`src/rtl/aes_ctrl_pkg.sv`:
```
// Shared types and helpers for the AES round sequencing controller.
package aes_ctrl_pkg;

  // Controller FSM states.
  typedef enum logic [2:0] {
    IDLE  = 3'd0,
    KEXP  = 3'd1,
    INIT  = 3'd2,
    ROUND = 3'd3,
    DONE  = 3'd4
  } state_t;

  // Total number of expanded key words for a given round count.
  function automatic int f_nw(input int nr);
    return 4 * (nr + 1);
  endfunction

  // Number of words actually computed by expansion (first Nk come from the key).
  function automatic int f_kx(input int nk, input int nr);
    return f_nw(nr) - nk;
  endfunction

  // Default AES-128 geometry.
  localparam int NK_DEFAULT = 4;
  localparam int NR_DEFAULT = NK_DEFAULT + 6;
  localparam int NW = f_nw(NR_DEFAULT);
  localparam int KX = NW - NK_DEFAULT;

  // Round-key index: encrypt walks 0..Nr upward, decrypt walks Nr..0 downward.
  function automatic logic [3:0] f_rk_idx(input logic mode, input logic [3:0] r,
                                          input logic [3:0] nr);
    return mode ? (nr - r) : r;
  endfunction

endpackage

```
`src/rtl/aes_kexp_seq.sv`:
```
// Key-expansion word sequencer: walks word indices Nk..4*(Nr+1)-1 and tracks
// the position within each Nk-word group with a phase counter so that no
// divider or modulo is needed for the RotWord/SubWord/Rcon decode.
module aes_kexp_seq
  import aes_ctrl_pkg::*;
#(
  parameter int Nk = 4,
  parameter int Nr = Nk + 6
) (
  input  logic       clk,
  input  logic       rst,
  input  logic       i_load,
  output logic       o_en,
  output logic [5:0] o_idx,
  output logic       o_rot,
  output logic       o_sub,
  output logic [3:0] o_rcon,
  output logic       o_last
);

  localparam logic [5:0] IDX_FIRST = 6'(Nk);
  localparam logic [5:0] IDX_LAST  = 6'(f_nw(Nr) - 1);
  localparam logic [2:0] PH_MAX    = 3'(Nk - 1);
  localparam logic [2:0] PH_SUB    = 3'd4;
  localparam logic       SUB_EN    = (Nk == 8);

  logic       r_en;
  logic [5:0] r_idx;
  logic [2:0] r_phase;
  logic [3:0] r_rcon;
  logic       r_rot;
  logic       r_sub;
  logic       r_last;

  logic [5:0] w_idx_nxt;
  logic [2:0] w_phase_inc;
  logic       w_phase_wrap;

  assign w_idx_nxt    = r_idx + 6'd1;
  assign w_phase_inc  = r_phase + 3'd1;
  assign w_phase_wrap = (r_phase == PH_MAX);

  // Advance the word index and group phase; all decode flags are registered
  // one step ahead so they line up with the word they describe.
  always_ff @(posedge clk or posedge rst) begin
    if (rst) begin
      r_en    <= 1'b0;
      r_idx   <= 6'd0;
      r_phase <= 3'd0;
      r_rcon  <= 4'd0;
      r_rot   <= 1'b0;
      r_sub   <= 1'b0;
      r_last  <= 1'b0;
    end else if (i_load) begin
      r_en    <= 1'b1;
      r_idx   <= IDX_FIRST;
      r_phase <= 3'd0;
      r_rcon  <= 4'd1;
      r_rot   <= 1'b1;
      r_sub   <= 1'b0;
      r_last  <= (IDX_FIRST == IDX_LAST);
    end else if (r_en && !r_last) begin
      r_idx  <= w_idx_nxt;
      r_last <= (w_idx_nxt == IDX_LAST);
      if (w_phase_wrap) begin
        r_phase <= 3'd0;
        r_rcon  <= r_rcon + 4'd1;
        r_rot   <= 1'b1;
        r_sub   <= 1'b0;
      end else begin
        r_phase <= w_phase_inc;
        r_rot   <= 1'b0;
        r_sub   <= SUB_EN && (w_phase_inc == PH_SUB);
      end
    end else begin
      r_en    <= 1'b0;
      r_idx   <= 6'd0;
      r_phase <= 3'd0;
      r_rcon  <= 4'd0;
      r_rot   <= 1'b0;
      r_sub   <= 1'b0;
      r_last  <= 1'b0;
    end
  end

  assign o_en   = r_en;
  assign o_idx  = r_idx;
  assign o_rot  = r_rot;
  assign o_sub  = r_sub;
  assign o_rcon = r_rcon;
  assign o_last = r_last;

endmodule

```
`src/rtl/aes_round_ctrl.sv`:
```
// AES round sequencing controller: optional key expansion, whitening, Nr
// rounds, then a one-cycle done pulse. Expanded keys are remembered so that
// blocks under an unchanged key go straight to the rounds.
module aes_round_ctrl
  import aes_ctrl_pkg::*;
#(
  parameter int Nk = 4,
  parameter int Nr = Nk + 6
) (
  input  logic       clk,
  input  logic       reset,
  input  logic       start,
  input  logic       mode,
  input  logic       key_new,
  output logic       busy,
  output logic       done,
  output logic       kexp_en,
  output logic [5:0] kexp_idx,
  output logic       kexp_rot,
  output logic       kexp_sub,
  output logic [3:0] rcon_idx,
  output logic       state_en,
  output logic       init_add,
  output logic       mix_en,
  output logic       last_round,
  output logic [3:0] rk_idx
);

  if (!(Nk == 4 || Nk == 6 || Nk == 8)) begin : g_bad_nk
    $error("aes_round_ctrl: Nk must be 4, 6 or 8");
  end

  localparam logic [3:0] NR_W = 4'(Nr);

  state_t     r_state;
  logic [3:0] r_round;
  logic       r_mode;
  logic       r_keys_valid;
  logic       r_busy;
  logic       r_done;
  logic       r_state_en;
  logic       r_init_add;
  logic       r_mix_en;
  logic       r_last_round;
  logic [3:0] r_rk_idx;

  logic       w_kx_load;
  logic       w_kx_last;
  logic [3:0] w_round_inc;

  // Expansion is needed for a new key or when nothing valid is cached.
  assign w_kx_load   = (r_state == IDLE) && start && (key_new || !r_keys_valid);
  assign w_round_inc = r_round + 4'd1;

  aes_kexp_seq #(
    .Nk(Nk),
    .Nr(Nr)
  ) u_kexp_seq (
    .clk   (clk),
    .rst   (reset),
    .i_load(w_kx_load),
    .o_en  (kexp_en),
    .o_idx (kexp_idx),
    .o_rot (kexp_rot),
    .o_sub (kexp_sub),
    .o_rcon(rcon_idx),
    .o_last(w_kx_last)
  );

  // Controller FSM; outputs are registered from the state being entered so
  // they are valid for the whole cycle spent in that state.
  always_ff @(posedge clk or posedge reset) begin
    if (reset) begin
      r_state      <= IDLE;
      r_round      <= 4'd0;
      r_mode       <= 1'b0;
      r_keys_valid <= 1'b0;
      r_busy       <= 1'b0;
      r_done       <= 1'b0;
      r_state_en   <= 1'b0;
      r_init_add   <= 1'b0;
      r_mix_en     <= 1'b0;
      r_last_round <= 1'b0;
      r_rk_idx     <= 4'd0;
    end else begin
      r_done       <= 1'b0;
      r_state_en   <= 1'b0;
      r_init_add   <= 1'b0;
      r_mix_en     <= 1'b0;
      r_last_round <= 1'b0;
      r_rk_idx     <= 4'd0;
      case (r_state)
        IDLE: begin
          if (start) begin
            r_mode <= mode;
            r_busy <= 1'b1;
            if (key_new || !r_keys_valid) begin
              r_state <= KEXP;
            end else begin
              r_state    <= INIT;
              r_state_en <= 1'b1;
              r_init_add <= 1'b1;
              r_rk_idx   <= f_rk_idx(mode, 4'd0, NR_W);
            end
          end else begin
            r_busy <= 1'b0;
          end
        end
        KEXP: begin
          r_busy <= 1'b1;
          if (w_kx_last) begin
            r_keys_valid <= 1'b1;
            r_state      <= INIT;
            r_state_en   <= 1'b1;
            r_init_add   <= 1'b1;
            r_rk_idx     <= f_rk_idx(r_mode, 4'd0, NR_W);
          end else begin
            r_state <= KEXP;
          end
        end
        INIT: begin
          r_busy       <= 1'b1;
          r_state      <= ROUND;
          r_round      <= 4'd1;
          r_state_en   <= 1'b1;
          r_mix_en     <= (4'd1 < NR_W);
          r_last_round <= (4'd1 == NR_W);
          r_rk_idx     <= f_rk_idx(r_mode, 4'd1, NR_W);
        end
        ROUND: begin
          if (r_round == NR_W) begin
            r_state <= DONE;
            r_round <= 4'd0;
            r_busy  <= 1'b0;
            r_done  <= 1'b1;
          end else begin
            r_busy       <= 1'b1;
            r_round      <= w_round_inc;
            r_state_en   <= 1'b1;
            r_mix_en     <= (w_round_inc < NR_W);
            r_last_round <= (w_round_inc == NR_W);
            r_rk_idx     <= f_rk_idx(r_mode, w_round_inc, NR_W);
          end
        end
        DONE: begin
          r_state <= IDLE;
          r_busy  <= 1'b0;
        end
        default: begin
          r_state <= IDLE;
          r_round <= 4'd0;
          r_busy  <= 1'b0;
        end
      endcase
    end
  end

  assign busy       = r_busy;
  assign done       = r_done;
  assign state_en   = r_state_en;
  assign init_add   = r_init_add;
  assign mix_en     = r_mix_en;
  assign last_round = r_last_round;
  assign rk_idx     = r_rk_idx;

endmodule

```
`config.mk`:
```
export PLATFORM = sky130hd
export DESIGN_NAME = aes_round_ctrl
export DESIGN_NICKNAME = d
export VERILOG_FILES = /design/src/rtl/aes_ctrl_pkg.sv /design/src/rtl/aes_kexp_seq.sv /design/src/rtl/aes_round_ctrl.sv
export SDC_FILE = /design/constraint.sdc
export NUM_CORES = 1
export LEC_CHECK = 0
export CORE_MARGIN = 10
export CORE_UTILIZATION = 45
export CTS_CLUSTER_SIZE = 28
export DETAILED_ROUTE_END_ITERATION = 7
export PLACE_DENSITY = 0.73
export SLEW_MARGIN = 20
export SYNTH_ARGS = -nofsm -noshare
export SYNTH_HDL_FRONTEND = slang
export SYNTH_HIERARCHICAL = 1
export SYNTH_SLANG_ARGS = --single-unit
```
`constraint.sdc`:
```
create_clock -name clk -period 1.96 [get_ports clk]
set_clock_uncertainty 0.15 [all_clocks]
set_input_delay 0.294 -clock clk [delete_from_list [all_inputs] [get_ports clk]]
set_output_delay 0.294 -clock clk [all_outputs]
set_load 0.01 [all_outputs]
```
==> impl_results.md, run 1 <==
* Yosys reg bits at 35
* Sequential fraction of the synthesis area at 0.523
* Core Footprint at 3630 um^2
* Tightest Hold Check Type: input pin to async pin
* Crit path DAT at 1.33 ns
* Gpl congestion at 0.829
* Starting Density at 0.461
* Yosys cell types at 42
* WL final at 3420 um
* Post-Syn Area at 1670 um^2
* CTS buffer count at 5
* Worst Path Buf+Inv at 1
* # IOs at 28
* Crit-path cells: clkdlybuf4s50_1
* Worst-path clk slew at 0.07 ns
* Syn Area/Cell at 10.5 um^2
* Initial antenna violation count at 0
* Area share of the largest cell type after synthesis at 0.523
* Dominant cells by area after synthesis: dfrtp_1 (52%), ha_1 (6.0%), nor2_1 (3.1%)
* Crit-path leading delay family: buffers and inverters
* Post-synth EDFFs at 0
* Largest net degree at the start of global routing at 20
* Row count at 22
* Hold Fails Final Rpt at 0
* Min cycle time layout at 1.77 ns
* Final Setup Violations at 0
* DRC viols at 0
* Vias in the first global route at 1301
* Leak at about 1.0 nW
* CP peak stage delay at between 0.5 and 0.6 ns
* Status: finished clean
* Max cap viols at 0
* Clk_lat worst skew at 0.29 ns
* Vias at 1245
* Peak Freq at 564 MHz
* Full die area at 6560 um^2
* Final global-route overflow total at 0
* CTS Buffer Depth at 2
* Yosys warnings at 6
* RSZ-0062 raised after global routing: no
* WL per Instance at 13.9 um
* Number of H-tree levels at 2
* Post-DRT Antenna Nets at 0
* Die width at slightly above 80 um
* Critical path depth at 1
* Diode count at 0
* Post-CTS Hold Fix Bufs at 0
* DR iter-0 viols at 93
* Post-CTS Setup Inserts at 0
* Layout cells sized above 1 at 0.137
* Filler Cells Inserted at 302
* Relative slew slack at 0.593
* Setup TNS at 0 ns
* Power per Cell Area at 709 nW/um^2
* CP max FO at 6
* Asr flop ratio synth at 1.00
* Tot Pwr at 0.00152 W
* Cells after Synth at 160
* Die Y at about 81 um
* CTS tree: done
* Critical path endpoint category: output pin
* IR drop worst, VDD at 0.427 mV
* Root Driver: clkbuf_8
* Synth area leader: dfrtp_1
* Fin crit share at 0.905
* GRT Total Usage at 0.114
* CTS sink cnt at 35
* CTS resizes at 0
* Net Count, Synth at 173
* Port buffer count at 26
* Hold WS at 0.213 ns
* Req. time, crit path at 1.52 ns
* DP HPWL at between 2000 and 2500 um
* Synth Flop Type: dfrtp_1
* Area growth, synth to finish at 28.0%
* Critical Path Start Type: register
* First drt pass iteration count at 4
* Reg2Reg Depth at 6
* Worst-margin pin slew at between 0.6 and 0.7 ns
* First-pass GRT wire length at 5860 um
* Via density at around 5
* Nets at between 200 and 250
* Setup CP Type: register to output pin
* Placed insts at 237
* Non-Filler Instances at 245
* Slew Limit Fails at 0
* Slowest cell on crit path: clkdlybuf4s50_1
stage by stage:
step | util | setup slack, ns | cell area, um^2
2_1_floorplan | - | 0.144 | 1670
3_3_place_gp | 0.557 | 0.167 | 2020
3_5_place_dp | 0.557 | 0.0893 | 2020
4_1_cts | 0.590 | 0.163 | 2140
5_1_grt | 0.590 | 0.125 | 2140
6_report | 0.590 | 0.186 | 2140
path summary, 6_finish.rpt:
check	end	slack [ns]	start
setup / recovery	kexp_idx[2]	0.19	u_kexp_seq/o_idx[2]$_DFF_PP0_
hold / removal	init_add$_DFF_PP0_	0.21	reset
setup reg to reg	rk_idx[3]$_DFF_PP0_	0.26	r_round[0]$_DFFE_PP0N_
hold reg to reg	u_kexp_seq/r_phase[0]$_DFF_PP0_	0.29	u_kexp_seq/r_phase[0]$_DFF_PP0_
max in group asynchronous	u_kexp_seq/o_idx[0]$_DFF_PP0_	1.00	reset
min in group clk	u_kexp_seq/r_phase[0]$_DFF_PP0_	0.29	u_kexp_seq/r_phase[0]$_DFF_PP0_
synthesized netlist by cell type (4+ instances only):
cell type	number
nand2_1	13
a21o_1	4
nor2_1	14
inv_1	7
o21ai_0	8
dfrtp_1	35
nand2b_1	4
xor2_1	5
nor3_1	6
a21oi_1	6
xnor2_1	5
ha_1	8
layout make-up:
cell class	count	area, um^2	area share
Clock buffer	6	82.6	0.0386
Clock inverter	2	35.0	0.0164
Inverter	7	26.3	0.0123
Multi-Input combinational cell	112	734	0.343
Sequential cell	35	876	0.409
Tap cell	48	60.1	0.0280
Timing Repair Buffer	35	328	0.153
power breakdown:
part | total [W] | switching (W) | internal, W
logic | 0.0000948 | 0.0000484 | 0.0000464
clock network | 0.000674 | 0.000262 | 0.000411
registers | 0.000751 | 0.0000141 | 0.000737
state kept, by name, summed over array words and instances (netlist names):
register            count
u_kexp_seq/o_idx        6
rk_idx                  4
last_round              1
r_state                 3
busy                    1
u_kexp_seq/r_phase      3
u_kexp_seq/o_rot        1
u_kexp_seq/o_last       1
u_kexp_seq/o_en         1
r_keys_valid            1
init_add                1
state_en                1
mix_en                  1
done                    1
r_mode                  1
r_round                 4
u_kexp_seq/o_rcon       4
cells by family (layout without fill, tap and decap cells):
logic type                 Yosys count  in the layout  share of synthesized area
DFF                                 35             35                      0.523
xor gates and xnor gates            10             10                     0.0523
and+or+nand+nor                     62             62                      0.204
AOI/OAI and AO/OA                   31             31                      0.120
buffers and inverters               13             50                     0.0381
other                                1              1                    0.00224
adders and majority gates            8              8                     0.0598
layer usage:
layer	vias up	global-route usage	part of all wire
met1	602	0.133	0.46
li1	613	-	-
met5	-	0	0
met3	4	0.0419	0.064
met4	0	0.0692	0.019
met2	26	0.174	0.46
placed cells by master, fill, tap and decap left out, drive strengths merged, types with 2 or more instances in the layout:
cell type      instances
a21o                   4
a21oi                  7
and2b                  2
and3b                  2
buf                    9
clkbuf                 6
clkdlybuf4s50         26
dfrtp                 35
ha                     8
inv                    7
nand2                 13
nand2b                 4
nand3                  4
nand3b                 3
nor2                  14
nor2b                  2
nor3                   6
nor3b                  2
nor4                   2
o21ai                 11
or2                    3
or3                    3
xnor2                  5
xor2                   5
Power figures use the tool's default switching activity.
==> inputs of run 2 (changes only) <==
CORE_UTILIZATION = 52   (was 45)
PLACE_DENSITY = 0.82   (was 0.73)
==> run 2 against run 1 <==
Effect of this change:
- worst setup slack worse by 0.067 ns
- sequential power hardly changed
- largest power group unchanged
- routed wire length is 1.5% lower
- critical path type unchanged
- count of clock-buffer cells in the layout stayed put
- final area is 3.6% lower
==> impl_results.md, run 2 (synthesis results as in run 1) <==
* Status: finished clean
* DR iter-0 viols at 66 (-29%)
* Clk_lat worst skew at 0.35 ns (+0.06 ns)
* Die Y at 76.7 um (-5.3%)
* Tot Pwr at 0.00124 W (-19%)
* Reg2Reg Launch Point: r_round[1]$_DFFE_PP0N_
* Via density at 5.25 (+3.2%)
* Number of H-tree levels at 2 (unchanged)
* Port buffer count at 26 (unchanged)
* Vias at 1259 (+1.1%)
* Starting Density at 0.544 (+0.0832)
* Gpl congestion at 0.822 (-0.76%)
* Die width at 76.7 um (-5.3%)
* # IOs at 28 (unchanged)
* CTS Buffer Depth at 2 (unchanged)
* WL final at 3370 um (-1.5%)
* GRT Total Usage at 0.117 (+0.00360)
* Slowest cell on crit path: clkdlybuf4s50_1
* Power per Cell Area at 599 nW/um^2 (-16%)
* End point of the critical path: kexp_idx[2]
* Peak Freq at 543 MHz (-3.6%)
* Hold WS at 0.144 ns (-0.0696 ns)
* Final global-route overflow total at 0 (unchanged)
* Core Footprint at 3080 um^2 (-15%)
* Placed cell area at 2010 um^2 (-0.62%)
* Relative slew slack at 0.594 (+0.000709)
* Post-CTS Setup Inserts at 0 (unchanged)
* Largest register FFs at 6 (unchanged)
* Crit-path cells: clkdlybuf4s50_1
* Diode count at 0 (unchanged)
* Slew Limit Fails at 0 (unchanged)
* Min cycle time layout at 1.84 ns (+0.0666 ns)
* Worst-margin pin slew at 0.609 ns (-0.00106 ns)
* Crit-path leading delay family: buffers and inverters
* Most frequent cells in the layout: dfrtp_1 (35), clkdlybuf4s50_1 (26), nor2_1 (14)
* Layout cells sized above 1 at 0.128 (-0.00950)
* IR drop worst, VDD at 0.404 mV (-5.4%)
* CTS sink cnt at 35 (unchanged)
* Fin crit share at 0.939 (+0.0340)
* Hold Fails Final Rpt at 0 (unchanged)
* Setup TNS at 0 ns (unchanged)
* First drt pass iteration count at 4 (unchanged)
* Critical path launch point: u_kexp_seq/o_idx[2]$_DFF_PP0_
* Worst Path Buf+Inv at 1 (unchanged)
* R2R setup slack at 0.24 ns (-0.02 ns)
* Filler Cells Inserted at 263 (-13%)
* Setup CP Type: register to output pin
* RSZ-0062 raised after global routing: no
* Commonest non-fill, non-tap cell in the layout: dfrtp_1
* R2R Path End: rk_idx[3]$_DFF_PP0_
* Req. time, crit path at 1.52 ns (about the same)
* Tightest Hold Check Type: input pin to async pin
* CP peak stage delay at 0.58 ns (about the same)
* Critical path depth at 1 (unchanged)
* Full die area at 5890 um^2 (-10%)
* Final Setup Violations at 0 (unchanged)
* Area growth, synth to finish at 23.4%
* Largest net degree at the start of global routing at 20 (unchanged)
* Vias in the first global route at 1277 (-1.8%)
* Worst-path clk slew at 0.11 ns (+0.04 ns)
* Nets at 208 (-0.48%)
* Max cap viols at 0 (unchanged)
* Row count at 20 (-9.1%)
* Critical Path Start Type: register
* Crit path DAT at 1.40 ns (+0.07 ns)
* Initial antenna violation count at 0 (unchanged)
* Root Driver: clkbuf_4
* Post-CTS Hold Fix Bufs at 0 (unchanged)
* Critical path endpoint category: output pin
* WL per Instance at 14.0 um (+0.59%)
* CTS buffer count at 5 (unchanged)
* First-pass GRT wire length at 5700 um (-2.7%)
* CTS resizes at 0 (unchanged)
* CP max FO at 6 (unchanged)
* Leak at 0.964 nW (-3.8%)
* DP HPWL at 2530 um (+5.9%)
* CTS tree: done
* Design Area, Final at 2070 um^2 (-3.6%)
* DRC viols at 0 (unchanged)
* Reg2Reg Depth at 4 (-2)
* Post-DRT Antenna Nets at 0 (unchanged)
==> run 2: worst min-delay path by stage <==
stage / to / cells past startpoint / startpoint / slack, ns
6_report: init_add$_DFF_PP0_ / 3 / reset / 0.14
5_1_grt: init_add$_DFF_PP0_ / 3 / reset / 0.14
2_1_floorplan: u_kexp_seq/o_en$_DFFE_PP0P_ / 1 / reset / 0.06
3_5_place_dp: u_kexp_seq/r_phase[0]$_DFF_PP0_ / 1 / u_kexp_seq/r_phase[0]$_DFF_PP0_ / 0.30
4_1_cts: r_state[0]$_DFFE_PP0P_ / 3 / reset / 0.15
3_3_place_gp: u_kexp_seq/r_phase[0]$_DFF_PP0_ / 1 / u_kexp_seq/r_phase[0]$_DFF_PP0_ / 0.28
==> run 2: final cells by class <==
class                      instances  area, um^2  share of cell area
timing repair buffer              34         320               0.155
clock buffer                       6        41.3              0.0200
sequential                        35         876               0.424
inverter                           7        26.3              0.0127
tap                               44        55.1              0.0267
clock inverter                     2        12.5             0.00606
multi-input combinational        112         734               0.356
==> run 2: power by group <==
group	internal [W]	leakage, nW	switching, W
Combinational	0.0000447	0.467	0.0000480
Clock	0.000138	0.0282	0.000256
Sequential	0.000737	0.468	0.0000142
Total	0.000920	0.964	0.000318
==> run 2: metrics by stage <==
stage	util	instances	setup WS, ns
floorplan	-	160	0.144
global placement	0.654	232	0.159
detailed placement	0.654	232	0.0756
CTS	0.671	240	0.0985
global route	0.671	240	0.0339
finish	0.671	240	0.119
==> run 2: worst reg2reg max path, cell delays in order (launching register included) <==
cell	delay, ns
dfrtp_1	0.47
ha_1	0.24
and3b_1	0.21
or3_4	0.42
o221ai_2	0.17
==> run 2: per-layer routing <==
layer	GRT usage	part of all wire
met1	0.132	0.45
met2	0.187	0.47
met3	0.0524	0.066
met4	0.0502	0.013
met5	0	0
==> inputs of run 3 (changes only) <==
CTS_BUF_LIST = sky130_fd_sc_hd__clkbuf_16   (was not set)
==> run 3 against run 2 <==
Effect of this change:
- fmax increased by 5.3%
- critical path depth is the same
- global-route usage grew 0.58 points
- hold slack better by 0.089 ns
- flip-flop and latch count stayed put
- utilization up 2.8 points
- register-to-register slack about the same
- first-iteration DRC count up 27%
- combinational power grew 2%
- routed wire length increased by 4.5%
- non-clock buffer count is the same
- sequential power barely moved
- critical endpoint unchanged
- largest power group unchanged
==> impl_results.md, run 3 (synthesis results as in run 1) <==
* Status: finished clean
* Relative slew slack at 0.589 (-0.00447)
* DRC viols at 0 (unchanged)
* Tot Pwr at 0.00160 W (+29%)
* RSZ-0062 raised after global routing: no
* Setup CP Type: register to output pin
* Multi-input logic area at 734 um^2 (unchanged)
* GRT Total Usage at 0.123 (+0.00584)
* Slew Limit Fails at 0 (unchanged)
* Crit-path leading delay family: buffers and inverters
* Fin worst setup slack at 0.212 ns (+0.0933 ns)
* Die Y at 76.7 um (unchanged)
* Diode count at 0 (unchanged)
* CTS sink cnt at 35 (unchanged)
* First drt pass iteration count at 4 (unchanged)
* Most frequent cells in the layout: dfrtp_1 (35), clkdlybuf4s50_1 (26), nor2_1 (14)
* Fin util at 0.700 (+0.0285)
* Core Footprint at 3080 um^2 (unchanged)
* IR drop worst, VDD at 0.658 mV (+63%)
* Number of H-tree levels at 2 (unchanged)
* Starting Density at 0.544 (unchanged)
* Post-CTS Setup Inserts at 0 (unchanged)
* Worst-margin pin slew at 0.615 ns (+0.00669 ns)
* P_int at 0.00125 W (+36%)
* Design Area, Final at 2150 um^2 (+4.2%)
* Vias at 1277 (+1.4%)
* R2R setup slack at 0.24 ns (about the same)
* Post-CTS Hold Fix Bufs at 0 (unchanged)
* CTS tree: done
* Reg area at 876 um^2 (unchanged)
* Gpl congestion at 0.822 (unchanged)
* Nets at 208 (unchanged)
* WL per Instance at 14.7 um (+4.5%)
* Critical path endpoint category: output pin
* Crit-path cells: clkdlybuf4s50_1
* Area growth, synth to finish at 28.6%
* Largest register FFs at 6 (unchanged)
* First-pass GRT wire length at 5940 um (+4.2%)
* Crit path DAT at 1.30 ns (-0.10 ns)
* Power per Cell Area at 741 nW/um^2 (+24%)
* Hold Fails Final Rpt at 0 (unchanged)
* Final global-route overflow total at 0 (unchanged)
* Via density at 5.32 (+1.4%)
* Fin crit share at 0.892 (-0.0476)
* Reg2Reg Depth at 6 (+2)
* Root Driver: clkbuf_16
* Critical path depth at 1 (unchanged)
* Max cap viols at 0 (unchanged)
* CTS resizes at 0 (unchanged)
* Reg power frac at 0.472 (-0.135)
* Leak at 1.01 nW (+4.4%)
* Clk pwr share at 0.469 (+0.150)
* Peak Freq at 572 MHz (+5.3%)
* Post-DRT Antenna Nets at 0 (unchanged)
* Psw at 0.000350 W (+9.8%)
* Layout cells sized above 1 at 0.128 (unchanged)
* Placed cell area at 2010 um^2 (unchanged)
* Vias in the first global route at 1300 (+1.8%)
* DR iter-0 viols at 84 (+27%)
* DP HPWL at 2530 um (unchanged)
* Die width at 76.7 um (unchanged)
* Dpl ws at 0.0756 ns (unchanged)
* # IOs at 28 (unchanged)
* Setup TNS at 0 ns (unchanged)
* Largest net degree at the start of global routing at 20 (unchanged)
* Min cycle time layout at 1.75 ns (-0.0933 ns)
* Sw Share at 0.219 (-0.0380)
* Clk_lat worst skew at 0.28 ns (-0.07 ns)
* CTS buffer count at 5 (unchanged)
* CTS Buffer Depth at 2 (unchanged)
* Row count at 20 (unchanged)
* Final Setup Violations at 0 (unchanged)
* Port buffer count at 26 (unchanged)
* Tightest Hold Check Type: input pin to async pin
* Req. time, crit path at 1.52 ns (about the same)
* Share of total power in combinational logic at 0.059 (-0.016)
* CP peak stage delay at 0.58 ns (about the same)
* Full die area at 5890 um^2 (unchanged)
* CP max FO at 6 (unchanged)
* Filler Cells Inserted at 243 (-7.6%)
* WL final at 3520 um (+4.5%)
* Worst Path Buf+Inv at 1 (unchanged)
* Initial antenna violation count at 0 (unchanged)
* Slowest cell on crit path: clkdlybuf4s50_1
* Commonest non-fill, non-tap cell in the layout: dfrtp_1
* Critical Path Start Type: register
* Worst-path clk slew at 0.05 ns (-0.06 ns)
[run 3: through the flow]
| step | hold WS [ns] | instances |
|---|---|---|
| 2_1_floorplan | 0.0577 | 160 |
| 4_1_cts | 0.241 | 240 |
| 6_report | 0.232 | 240 |
| 3_3_place_gp | 0.277 | 232 |
| 5_1_grt | 0.252 | 240 |
| 3_5_place_dp | 0.296 | 232 |
[run 3: path summary, 6_finish.rpt]
kind / to / start
setup / recovery: kexp_idx[2] / u_kexp_seq/o_idx[2]$_DFF_PP0_
hold / removal: init_add$_DFF_PP0_ / reset
setup reg to reg: rk_idx[3]$_DFF_PP0_ / r_round[0]$_DFFE_PP0N_
hold reg to reg: u_kexp_seq/r_phase[0]$_DFF_PP0_ / u_kexp_seq/r_phase[0]$_DFF_PP0_
max in group asynchronous: u_kexp_seq/r_phase[2]$_DFF_PP0_ / reset
min in group clk: u_kexp_seq/r_phase[0]$_DFF_PP0_ / u_kexp_seq/r_phase[0]$_DFF_PP0_
[run 3: power groups by stage]
stage / Sequential, W / Combinational (W) / Clock, W
after floorplan: 0.000767 / 0.0000500 / 0
after global placement: 0.000764 / 0.0000910 / 0
after detailed placement: 0.000765 / 0.0000945 / 0
after CTS: 0.000752 / 0.0000966 / 0.000769
after global routing: 0.000754 / 0.000104 / 0.000808
final: 0.000753 / 0.0000943 / 0.000749
[run 3: per-layer routing]
| metal | GRT usage | part of all wire |
|---|---|---|
| met1 | 0.140 | 0.44 |
| met2 | 0.196 | 0.48 |
| met3 | 0.0524 | 0.061 |
| met4 | 0.0558 | 0.016 |
| met5 | 0 | 0 |
[run 3: layout make-up]
type,count,share of cell area
clock inverters,3,0.00755
repair buffers,34,0.149
multi-input cells,112,0.341
flip-flops and latches,35,0.407
well taps,44,0.0256
clock buffers,5,0.0581
inverters,7,0.0122
[run 3: worst register-to-register path, cell delays in order, from the launching register on]
cell      delay [ns]
dfrtp_1         0.38
buf_4           0.17
ha_1            0.24
xnor2_1         0.21
o211ai_1        0.14
xnor2_1         0.19
o221ai_2        0.11
